File: src/rtl/readout_pkg.sv
// Shared definitions for the readout sequencer: state encoding, command
// word field positions and counter widths.
package readout_pkg;

  typedef enum logic [3:0] {
    ST_IDLE      = 4'd0,
    ST_HDR_REQ   = 4'd1,
    ST_HDR_WAIT  = 4'd2,
    ST_ACQ_REQ   = 4'd3,
    ST_ACQ_WAIT  = 4'd4,
    ST_DATA_REQ  = 4'd5,
    ST_DATA_WAIT = 4'd6,
    ST_GAP       = 4'd7,
    ST_TRL_REQ   = 4'd8,
    ST_TRL_WAIT  = 4'd9
  } state_t;

  localparam int unsigned NSAMP_MSB = 23;
  localparam int unsigned NSAMP_LSB = 16;
  localparam int unsigned DEV_MSB   = 10;
  localparam int unsigned DEV_LSB   = 8;
  localparam int unsigned OP_MSB    = 7;
  localparam int unsigned OP_LSB    = 4;

  localparam int unsigned GAP_W  = 20;
  localparam int unsigned WDOG_W = 32;
  localparam int unsigned IDX_W  = 9;

  // Sample count is NSAMP+1, so a zero field still yields one sample (1..256).
  function automatic logic [IDX_W-1:0] nsamp(input logic [31:0] cmd);
    return IDX_W'(cmd[NSAMP_MSB:NSAMP_LSB]) + IDX_W'(1);
  endfunction

endpackage

File: src/rtl/readout_sequencer_seq_timer.sv
// Loadable down-counter with a zero flag; holds at zero until reloaded.
module seq_timer
  import readout_pkg::*;
#(
  parameter int unsigned W = GAP_W
) (
  input  logic         CLK,
  input  logic         RST,
  input  logic         load,
  input  logic [W-1:0] load_val,
  input  logic         en,
  output logic         zero
);

  logic [W-1:0] cnt;

  always_ff @(posedge CLK) begin
    if (RST) begin
      cnt <= '0;
    end else if (load) begin
      cnt <= load_val;
    end else if (en && (cnt != '0)) begin
      cnt <= cnt - W'(1);
    end
  end

  assign zero = (cnt == '0);

endmodule

File: src/rtl/readout_sequencer.sv
// Readout transaction controller: header, N acquire/send cycles, trailer.
// Optional watchdog compiled in with `define READOUT_TIMEOUT_EN.
module readout_sequencer
  import readout_pkg::*;
#(
  parameter int unsigned SAMPLE_GAP     = 1000,
  parameter int unsigned TIMEOUT_CYCLES = 50000000
) (
  input  logic             CLK,
  input  logic             RST,
  input  logic             START,
  input  logic [31:0]      CMD_IN,
  output logic             RDY,
  output logic [31:0]      CMD_Q,
  output logic             ACQ_START,
  input  logic             ACQ_DONE,
  output logic             SEND_HEADER,
  output logic             SEND_DATA,
  output logic             SEND_TRAILER,
  input  logic             BUSY,
  output logic             DONE,
  output logic             ERROR,
  output logic [IDX_W-1:0] SAMPLE_IDX
);

  if (SAMPLE_GAP >= (1 << GAP_W) || TIMEOUT_CYCLES == 0) begin : g_bad_cfg
    $error("readout_sequencer: parameter out of range");
  end

  state_t           state, state_next;
  logic [31:0]      cmd_q;
  logic [IDX_W-1:0] n_q, idx_q;
  logic             last_sample;
  logic             gap_zero;
  logic             wd_expire;

  assign last_sample = (idx_q == n_q - IDX_W'(1));

  seq_timer #(.W(GAP_W)) u_gap (
    .CLK      (CLK),
    .RST      (RST),
    .load     ((state == ST_DATA_WAIT) && (state_next == ST_GAP)),
    .load_val (GAP_W'(SAMPLE_GAP)),
    .en       (state == ST_GAP),
    .zero     (gap_zero)
  );

`ifdef READOUT_TIMEOUT_EN
  logic is_wait, wd_zero, error_q;

  assign is_wait = (state == ST_HDR_WAIT) || (state == ST_ACQ_WAIT) ||
                   (state == ST_DATA_WAIT) || (state == ST_TRL_WAIT);

  // Loaded with LIMIT-1 on entry so expiry lands on the LIMIT-th wait cycle.
  seq_timer #(.W(WDOG_W)) u_wdog (
    .CLK      (CLK),
    .RST      (RST),
    .load     (state_next != state),
    .load_val (WDOG_W'(TIMEOUT_CYCLES - 1)),
    .en       (is_wait),
    .zero     (wd_zero)
  );

  assign wd_expire = is_wait && wd_zero;

  always_ff @(posedge CLK) begin
    if (RST) begin
      error_q <= 1'b0;
    end else if ((state == ST_IDLE) && START) begin
      error_q <= 1'b0;
    end else if (wd_expire) begin
      error_q <= 1'b1;
    end
  end

  assign ERROR = error_q;
`else
  assign wd_expire = 1'b0;
  assign ERROR     = 1'b0;
`endif

  always_comb begin
    state_next = state;
    case (state)
      ST_IDLE:      if (START) state_next = ST_HDR_REQ;
      ST_HDR_REQ:   state_next = ST_HDR_WAIT;
      ST_HDR_WAIT:  if (wd_expire) state_next = ST_TRL_REQ;
                    else if (!BUSY) state_next = ST_ACQ_REQ;
      ST_ACQ_REQ:   state_next = ST_ACQ_WAIT;
      ST_ACQ_WAIT:  if (wd_expire) state_next = ST_TRL_REQ;
                    else if (ACQ_DONE) state_next = ST_DATA_REQ;
      ST_DATA_REQ:  state_next = ST_DATA_WAIT;
      ST_DATA_WAIT: if (wd_expire) state_next = ST_TRL_REQ;
                    else if (!BUSY) state_next = last_sample ? ST_TRL_REQ : ST_GAP;
      ST_GAP:       if (gap_zero) state_next = ST_ACQ_REQ;
      ST_TRL_REQ:   state_next = ST_TRL_WAIT;
      ST_TRL_WAIT:  if (wd_expire || !BUSY) state_next = ST_IDLE;
      default:      state_next = ST_IDLE;
    endcase
  end

  // Outputs are registered from the next state so they line up with it.
  always_ff @(posedge CLK) begin
    if (RST) begin
      state        <= ST_IDLE;
      cmd_q        <= '0;
      n_q          <= '0;
      idx_q        <= '0;
      RDY          <= 1'b1;
      ACQ_START    <= 1'b0;
      SEND_HEADER  <= 1'b0;
      SEND_DATA    <= 1'b0;
      SEND_TRAILER <= 1'b0;
      DONE         <= 1'b0;
    end else begin
      state        <= state_next;
      RDY          <= (state_next == ST_IDLE);
      SEND_HEADER  <= (state_next == ST_HDR_REQ);
      ACQ_START    <= (state_next == ST_ACQ_REQ);
      SEND_DATA    <= (state_next == ST_DATA_REQ);
      SEND_TRAILER <= (state_next == ST_TRL_REQ);
      DONE         <= (state == ST_TRL_WAIT) && (state_next == ST_IDLE);
      if ((state == ST_IDLE) && START) begin
        cmd_q <= CMD_IN;
        n_q   <= nsamp(CMD_IN);
        idx_q <= '0;
      end else if ((state == ST_DATA_WAIT) && (state_next == ST_GAP)) begin
        idx_q <= idx_q + IDX_W'(1);
      end
    end
  end

  assign CMD_Q      = cmd_q;
  assign SAMPLE_IDX = idx_q;

endmodule
File: config.mk
export PLATFORM = sky130hd
export DESIGN_NAME = readout_sequencer
export DESIGN_NICKNAME = d
export VERILOG_FILES = /design/src/rtl/readout_pkg.sv /design/src/rtl/readout_sequencer_seq_timer.sv /design/src/rtl/readout_sequencer.sv
export SDC_FILE = /design/constraint.sdc
export NUM_CORES = 1
export LEC_CHECK = 0
export CAP_MARGIN = 20
export CORE_UTILIZATION = 45
export CTS_BUF_LIST = sky130_fd_sc_hd__clkbuf_4
export DETAILED_ROUTE_END_ITERATION = 8
export PLACE_DENSITY_LB_ADDON = 0.15
export SLEW_MARGIN = 10
export SYNTH_ARGS = -nofsm -noshare
export SYNTH_HDL_FRONTEND = slang
export SYNTH_SLANG_ARGS = --single-unit
File: constraint.sdc
create_clock -name CLK -period 2.5 [get_ports CLK]
set_input_delay 0.25 -clock CLK [delete_from_list [all_inputs] [get_ports CLK]]
set_output_delay 0.25 -clock CLK [all_outputs]
set_load 0.01 [all_outputs]
---- After elaboration in Yosys (flattened, before gate mapping) ----
Cells that the tools add are included.
storage, ports and cells
  bits in latches ......................... 0
  register bits ........................... 80
  memories kept ........................... 0
  logic and storage cells ................. 52
  memory bits (read-only) ................. 0
  bits in writable memories ............... 0
cells by class
  divide/modulo/power cells ............... 0
  shift operators ......................... 0
  add/subtract/negate cells ............... 4
  equality and inequality tests ........... 15
  multipliers ............................. 0
  reductions and logical operators ........ 11
  muxes and demuxes ....................... 10
  order comparisons ....................... 0
  bitwise gates (word level) .............. 0
operators with widths
  kind                   number
  $pmux 4 s10            1
  $mux 4                 7
  $eq 4x3->1 const B     6
  $logic_not 20->1       1
  $mux 10                2
  $reduce_bool 20->1     1
  $sub 20x1->20 const B  1
  $eq 4x2->1 const B     3
  $eq 4x4->1 const B     3
  $add 8x1->9 const B    1
  $add 9x1->9 const B    1
  $eq 9x9->1             1
  $sub 9x1->9 const B    1
  $eq 4x1->1 const B     2
  $logic_not 4->1        2
  $logic_and 1x1->1      4
  $reduce_or 2->1        2
  $reduce_bool 2->1      1

---- Depth between registers and ports, before layout ----
Gate-level depths: netlist (run 1).
  word-level depth ........................ 8
  gate-level depth with buffers ........... 9
  depth with buffers taken out ............ 8

---- Hierarchy ----
Synthesis (run 1) repeated with hierarchy kept, for this count alone.
second synthesis, totals
  cells, all modules ...................... 487
  area, all modules ....................... 3,952.5 µm²
by module, submodules not included
  module             instances  seq. area each (µm²)  cells an instance  area each (µm²)
  readout_sequencer  1          1,201.2               344                2,738.9
  seq_timer          1          400.4                 143                1,213.7

---- Worst setup path before layout (run 1) ----
No wires, ideal clock.
  path kind ............................... flip-flop to flip-flop
  start ................................... reg n_q[0]
  end ..................................... reg idx_q[4] (netlist: SAMPLE_IDX[4])
  setup time .............................. 0.070 ns
  path buffers ............................ 1
  path slack .............................. 0.249 ns
  cell stages (with the launch flop) ...... 10
  arrival time ............................ 2.181 ns
  path through ............................ dfxtp_1 -> inv_1 -> ha_1 -> or3b_2 -> nand4_1 -> o22ai_1 -> o2111a_1 -> buf_6 -> or4_1 -> a21oi_1
on the way
  word-level cells in the longest chain between the ends .. 7
RTL lines
  what                    RTL line                  text
  start, declared         readout_sequencer.sv:32   logic [IDX_W-1:0] n_q, idx_q;
  start signal, assigned  readout_sequencer.sv:125  n_q <= nsamp(CMD_IN);
  $sub 9x1->9             readout_sequencer.sv:37   assign last_sample = (idx_q == n_q - IDX_W'(1));
  $eq 9x9->1              readout_sequencer.sv:37
  $mux 4 (2 in series)    readout_sequencer.sv:94   else if (!BUSY) state_next = last_sample ? ST_TRL_REQ : ST_GAP;
  $pmux 4 s10             readout_sequencer.sv:84   case (state)
  $eq 4x3->1              readout_sequencer.sv:127  end else if ((state == ST_DATA_WAIT) && (state_next == ST_GAP)) begin
  $logic_and 1x1->1       readout_sequencer.sv:127
  end signal, assigned    readout_sequencer.sv:128  idx_q <= idx_q + IDX_W'(1);
  end, declared           readout_sequencer.sv:32
No other way between the ends.
A chain may end at the register's enable or synchronous reset.

---- Worst setup path after layout (run 1) ----
  start ................................... reg n_q[1]
  end ..................................... reg idx_q[8] (netlist: SAMPLE_IDX[8])
Same word-level chain as after synthesis.

==> flow_summary.toml, run 1 <==
[sta]
skew_ns = 0.0152
slew_headroom = 0.528
rsz0062_at_grt = "true"
worstMarginPinSlew_ns = 0.708
hold_viol_final = 0
setup_viol = 0
setup_slack_ns = 0.128
max_freq_mhz = 421
slew_viol_final = 0
fin_crit_sh = 0.949
period_minus_slack_ns = 2.37

[worst_setup_path]
slowest_stage = "or4_1"
reg2regPathDepth = 8
critPathMaxFanout = 8
crit_type = "register to register"
cp_cell_sequence = "inv_1, ha_2, or3b_2, nand4_1, o22ai_1, o2111a_2, or4_1, mux2i_1"
cp_num_buf_inv = 1
critPathCaptureType = "register"
cp.depth = 8
cp.arrival_ns = 2.68
crit_family = "simple AND/OR/NAND/NOR gates"
required_ns = 2.81
critPathLaunchType = "register"
critPathMaxStageDelay_ns = 0.54

[hold_path]
hold_depth = 3
hp-class = "primary input to register"

[die]
start_util = 0.470
core_area_sq_um = 7770
dieArea_sq_um = 8480
die_h_um = 92.1
die_w_um = 92.1
rows = 32
num_io_pins = 85

[logic_synthesis]
synth_nets = 494
async_reset_ff_frac = 0
ys.flop_type = "dfxtp_1"
yosys_warnings = 0
syn_area_sq_um = 3650
ys_seq_area_frac = 0.439
yosysUniqueCellTypes = 48
synth-edff-count = 0
synth_seq_cells = 80
syn_inst = 453
synth_area_per_cell_sq_um = 8.06

[final_layout]
syn_to_final_growth_pct = 30.4
fin_cells = 640
antenna_cells = 0
regArea_sq_um = 1600
layout-drive-gt1-share = 0.0632
multi_input_area_sq_um = 1940
nNetsFinal = 575
design_area_sq_um = 4760
filler_cell_count = 700
fin_util = 0.613

[placement]
dp.cells = 625
placed_cell_area_sq_um = 4590
place.gp.congestion = 0.825
portBuffers = 83
post-place-ws_ns = 0.102
dp_hpwl_um = 5780

[detailed_routing]
wl_per_cell_um = 13.1
vias = 3322
route.detailed.drc = 0
vias_per_cell = 5.19
antenna_left = 0
drt_first_pass_iters = 4
drt_wl_total_um = 8370
drt_iter0_drc = 118

[clock_tree]
htree_levels = 3
clockRootBuffer = "clkbuf_4"
clk_pin_slew_ns = 0.13
cts_hold_repair.buffers = 0
numCtsBuffers = 9
cts_tree = "yes"
clock-sinks = 80
clockBufferDepth = 2
clock_latency_ns = 0.41

[pwr]
total_power_mw = 2.99
vdd_drop_max_uv = 327
powerDensity_nw_per_um2 = 628
leakagePower_nw = 1.76

[grt]
track_usage = 0.207
antenna_found_initial = 0
grt_max_degree = 55
grt_pass1_vias = 3207
grt_overflow_total = 0
grt_pass1_wl_um = 14200

[run]
maxCapViolCount = 0

[outcome]
status = "completed"
-- layout make-up --
cell class | instances | area share
clock inverters | 5 | 0.0171
repair buffers | 92 | 0.190
multi-input cells | 344 | 0.408
inverters | 7 | 0.00552
well taps | 102 | 0.0268
clock buffers | 10 | 0.0158
flip-flops and latches | 80 | 0.337
-- flip-flops by register name, summed over array words and instances (netlist names) --
register      count
DONE              1
u_gap.cnt        20
state             4
n_q               9
SAMPLE_IDX        9
SEND_DATA         1
SEND_HEADER       1
SEND_TRAILER      1
ACQ_START         1
RDY               1
CMD_Q            32
-- layout by cell type (no fill, tap or decap), types with 2 or more instances in the layout --
cell type,synthesis,layout
xnor2_1,16,16
nor2_1,44,44
o21ai_0,8,8
ha_1,4,3
nand2_1,96,96
nor3b_1,3,3
nor3_1,10,9
o31ai_1,3,3
a211oi_1,9,9
o211ai_1,2,2
nor2b_1,3,3
clkbuf_4,0,10
mux2i_1,5,5
inv_1,7,7
nand2b_1,3,3
and2_1,2,2
bufinv_16,0,2
nand3_1,12,12
clkdlybuf4s50_1,0,82
nand4_1,6,6
or4_1,2,2
nand3b_1,2,2
nor4_1,10,10
buf_4,1,8
or3_1,11,11
xor2_1,21,21
a21oi_1,51,51
and3_1,3,3
dfxtp_1,80,80
-- cells by family (layout without fill, tap and decap cells) --
kind of cell,count (synthesis),after routing,synth area share
AO/OA/AOI/OAI,84,84,0.138
other,1,1,0.00103
flip-flops,80,80,0.439
XOR/XNOR,37,37,0.0888
buffers and inverters,29,114,0.0336
AND/OR/NAND/NOR,212,212,0.269
multiplexers,6,6,0.0168
adder cells (fa/ha/maj),4,4,0.0137
-- routing by layer --
metal / vias up / GRT usage / wire, um
li1: 1718 / - / -
met1: 1500 / 0.256 / 3910
met2: 90 / 0.326 / 3650
met3: 14 / 0.0730 / 663
met4: 0 / 0.0859 / 151
met5: - / 0 / 0
-- worst min-delay path, cell delays in order --
cell             delay, ns
clkdlybuf4s50_1       0.39
nand2_1               0.05
a21oi_1               0.05
-- what timing repair did --
| item | in CTS | in global routing |
|---|---|---|
| hold endpoints to repair | 0 | 0 |
| setup endpoints to repair | 0 | 13 |
| setup buffers | 0 | 0 |
| gates resized for setup | 0 | 3 |
-- Yosys cell counts (all sizes together) (9+ instances only) --
master	n	area (sq um)
xor2	21	184
or3	11	68.8
nor4	11	83.8
nor2	44	165
nand3	12	60.1
a211oi	9	67.6
nor3	10	50.1
nand2	96	360
clkbuf	15	56.3
a21oi	51	255
xnor2	16	140
dfxtp	80	1600
-- metrics by stage --
stage / hold WS (ns) / setup TNS, ns
after floorplan: 0.386 / 0
final: 0.364 / 0
after global routing: 0.351 / -0.0119
after global placement: 0.441 / 0
after detailed placement: 0.446 / 0
after CTS: 0.340 / 0
-- worst paths after layout --
check | startpoint | endpoint | slack (ns)
max | n_q[1] | SAMPLE_IDX[8] | 0.13
min | CMD_IN[10] | CMD_Q[10] | 0.36
max reg2reg | n_q[1] | SAMPLE_IDX[8] | 0.13
min reg2reg | CMD_Q[30] | CMD_Q[30] | 0.46
-- where the power goes --
part,switching (mW),internal [mW]
Sequential,0.0740,1.36
Clock,0.441,0.414
Combinational,0.357,0.338
Total,0.872,2.12
No activity file was read; power rests on OpenSTA's default activity.
==> run 2, diff against run 1 <==
- CTS_CLUSTER_SIZE: not set -> 40
- TNS_END_PERCENT: not set -> 30
==> results of run 2 <==
Same layout as run 1: the final DEF is identical, and so are final timing and power.
==> run 3, diff against run 2 <==
- CORE_ASPECT_RATIO: not set -> 1.75
==> flow_summary.toml, run 3 (same netlist as run 1, synthesis figures left out) <==
[outcome]
status = "completed"

[worst_setup_path]
crit_type = "register to register"
critPathCaptureType = "register"
cp.arrival_ns = 2.73
required_ns = 2.85
critPathLaunchType = "register"
critPathMaxFanout = 7

[grt]
antenna_found_initial = 0
grt_pass1_wl_um = 14600
track_usage = 0.215
grt_max_degree = 55
grt_pass1_vias = 3346
grt_overflow_total = 0

[detailed_routing]
vias_per_cell = 5.45
drt_first_pass_iters = 4
antenna_left = 0
vias = 3438
route.detailed.drc = 0
wl_per_cell_um = 13.9
drt_wl_total_um = 8760
drt_iter0_drc = 184

[sta]
skew_ns = 0.0214
period_minus_slack_ns = 2.38
hold_viol_final = 0
slew_viol_final = 0
slew_headroom = 0.586
max_freq_mhz = 420
fin_crit_sh = 0.952
rsz0062_at_grt = "false"
setup_viol = 0
finalSetupTns_ns = 0
hold_slack_ns = 0.263
worstMarginPinSlew_ns = 0.615

[die]
dieArea_sq_um = 8490
core_area_sq_um = 7910
start_util = 0.461
die_w_um = 70.1
num_io_pins = 85
rows = 43
die_h_um = 121

[pwr]
vdd_drop_max_uv = 342
p_seq_frac = 0.482
leakagePower_nw = 1.78
p_sw_frac = 0.297
powerDensity_nw_per_um2 = 629
power.internal_mw = 2.10
p_switching_mw = 0.890
pwr-share-comb = 0.233
pwr-share-clk = 0.286

[clock_tree]
clock_latency_ns = 0.45
numCtsBuffers = 9
clock-sinks = 80
clockRootBuffer = "clkbuf_4"
cts_setup_buffers = 0
clk_pin_slew_ns = 0.13
cts_resized = 0
cts_hold_repair.buffers = 0
htree_levels = 3
clockBufferDepth = 2
cts_tree = "yes"

[final_layout]
antenna_cells = 0
layout-drive-gt1-share = 0.0647
largest_reg_flops = 32
fin_cells = 631
layout.cells.most_common = "nand2_1"
syn_to_final_growth_pct = 30.2
nNetsFinal = 578
final_cell_mix = "96 x nand2_1, 82 x clkdlybuf4s50_1, 80 x dfxtp_1"

[placement]
dp.cells = 616
place.gp.congestion = 0.909
dp_hpwl_um = 6280
portBuffers = 83

[run]
maxCapViolCount = 0

[hold_path]
hp-class = "primary input to register"
==> run 3: cell types whose count changed in the layout (fill, tap and decap cells not counted), sizes merged <==
cell      previous run  this run
clkbuf              10         9
clkinv               1         3
buf                 10        13
clkinvlp             1         0
==> run 3: area by class of cell <==
| class | instances | area, sq um |
|---|---|---|
| flip-flops and latches | 80 | 1600 |
| fillers | 738 | 3160 |
| repair buffers | 95 | 928 |
| multi-input cells | 344 | 1930 |
| inverters | 7 | 26.3 |
| well taps | 90 | 113 |
| clock buffers | 9 | 67.6 |
| clock inverters | 6 | 83.8 |
==> run 3: stage by stage <==
step	setup WS, ns	total power [mW]	utilization	area [sq um]
after CTS	0.0716	3.02	0.601	4750
after global placement	0.179	2.15	0.582	4600
after detailed placement	0.0948	2.17	0.582	4600
after global routing	0.0328	3.14	0.601	4750
after floorplan	0.249	1.87	-	3650
final	0.120	2.99	0.601	4750
==> run 3: worst paths after layout <==
check                                     end      from  cells after the start  slack (ns)
worst max-delay path            SAMPLE_IDX[8]    n_q[1]                      8        0.12
worst min-delay path                CMD_Q[23]       RST                      2        0.26
worst max register to register  SAMPLE_IDX[8]    n_q[1]                      8        0.12
worst min register to register       CMD_Q[3]  CMD_Q[3]                      2        0.46
==> run 3: power groups by stage <==
stage	Combinational, mW	Clock, mW	Sequential [mW]
after global placement	0.685	0	1.47
after detailed placement	0.700	0	1.47
after global routing	0.766	0.922	1.46
after CTS	0.704	0.877	1.44
final	0.696	0.854	1.44
after floorplan	0.388	0	1.48
==> run 3: worst max-delay path: stages (launching register included) <==
cell	delay, ns
dfxtp_1	0.36
inv_1	0.07
ha_1	0.21
or3b_2	0.45
nand4_1	0.10
o22ai_1	0.10
o2111a_2	0.34
or4_1	0.53
mux2i_1	0.13
==> run 3: routing by layer <==
layer	GRT usage	vias to the layer above	wire length, um
met5	0	-	0
met4	0.135	0	299
met3	0.0407	22	406
met2	0.397	88	4680
met1	0.216	1610	3370
li1	-	1718	-
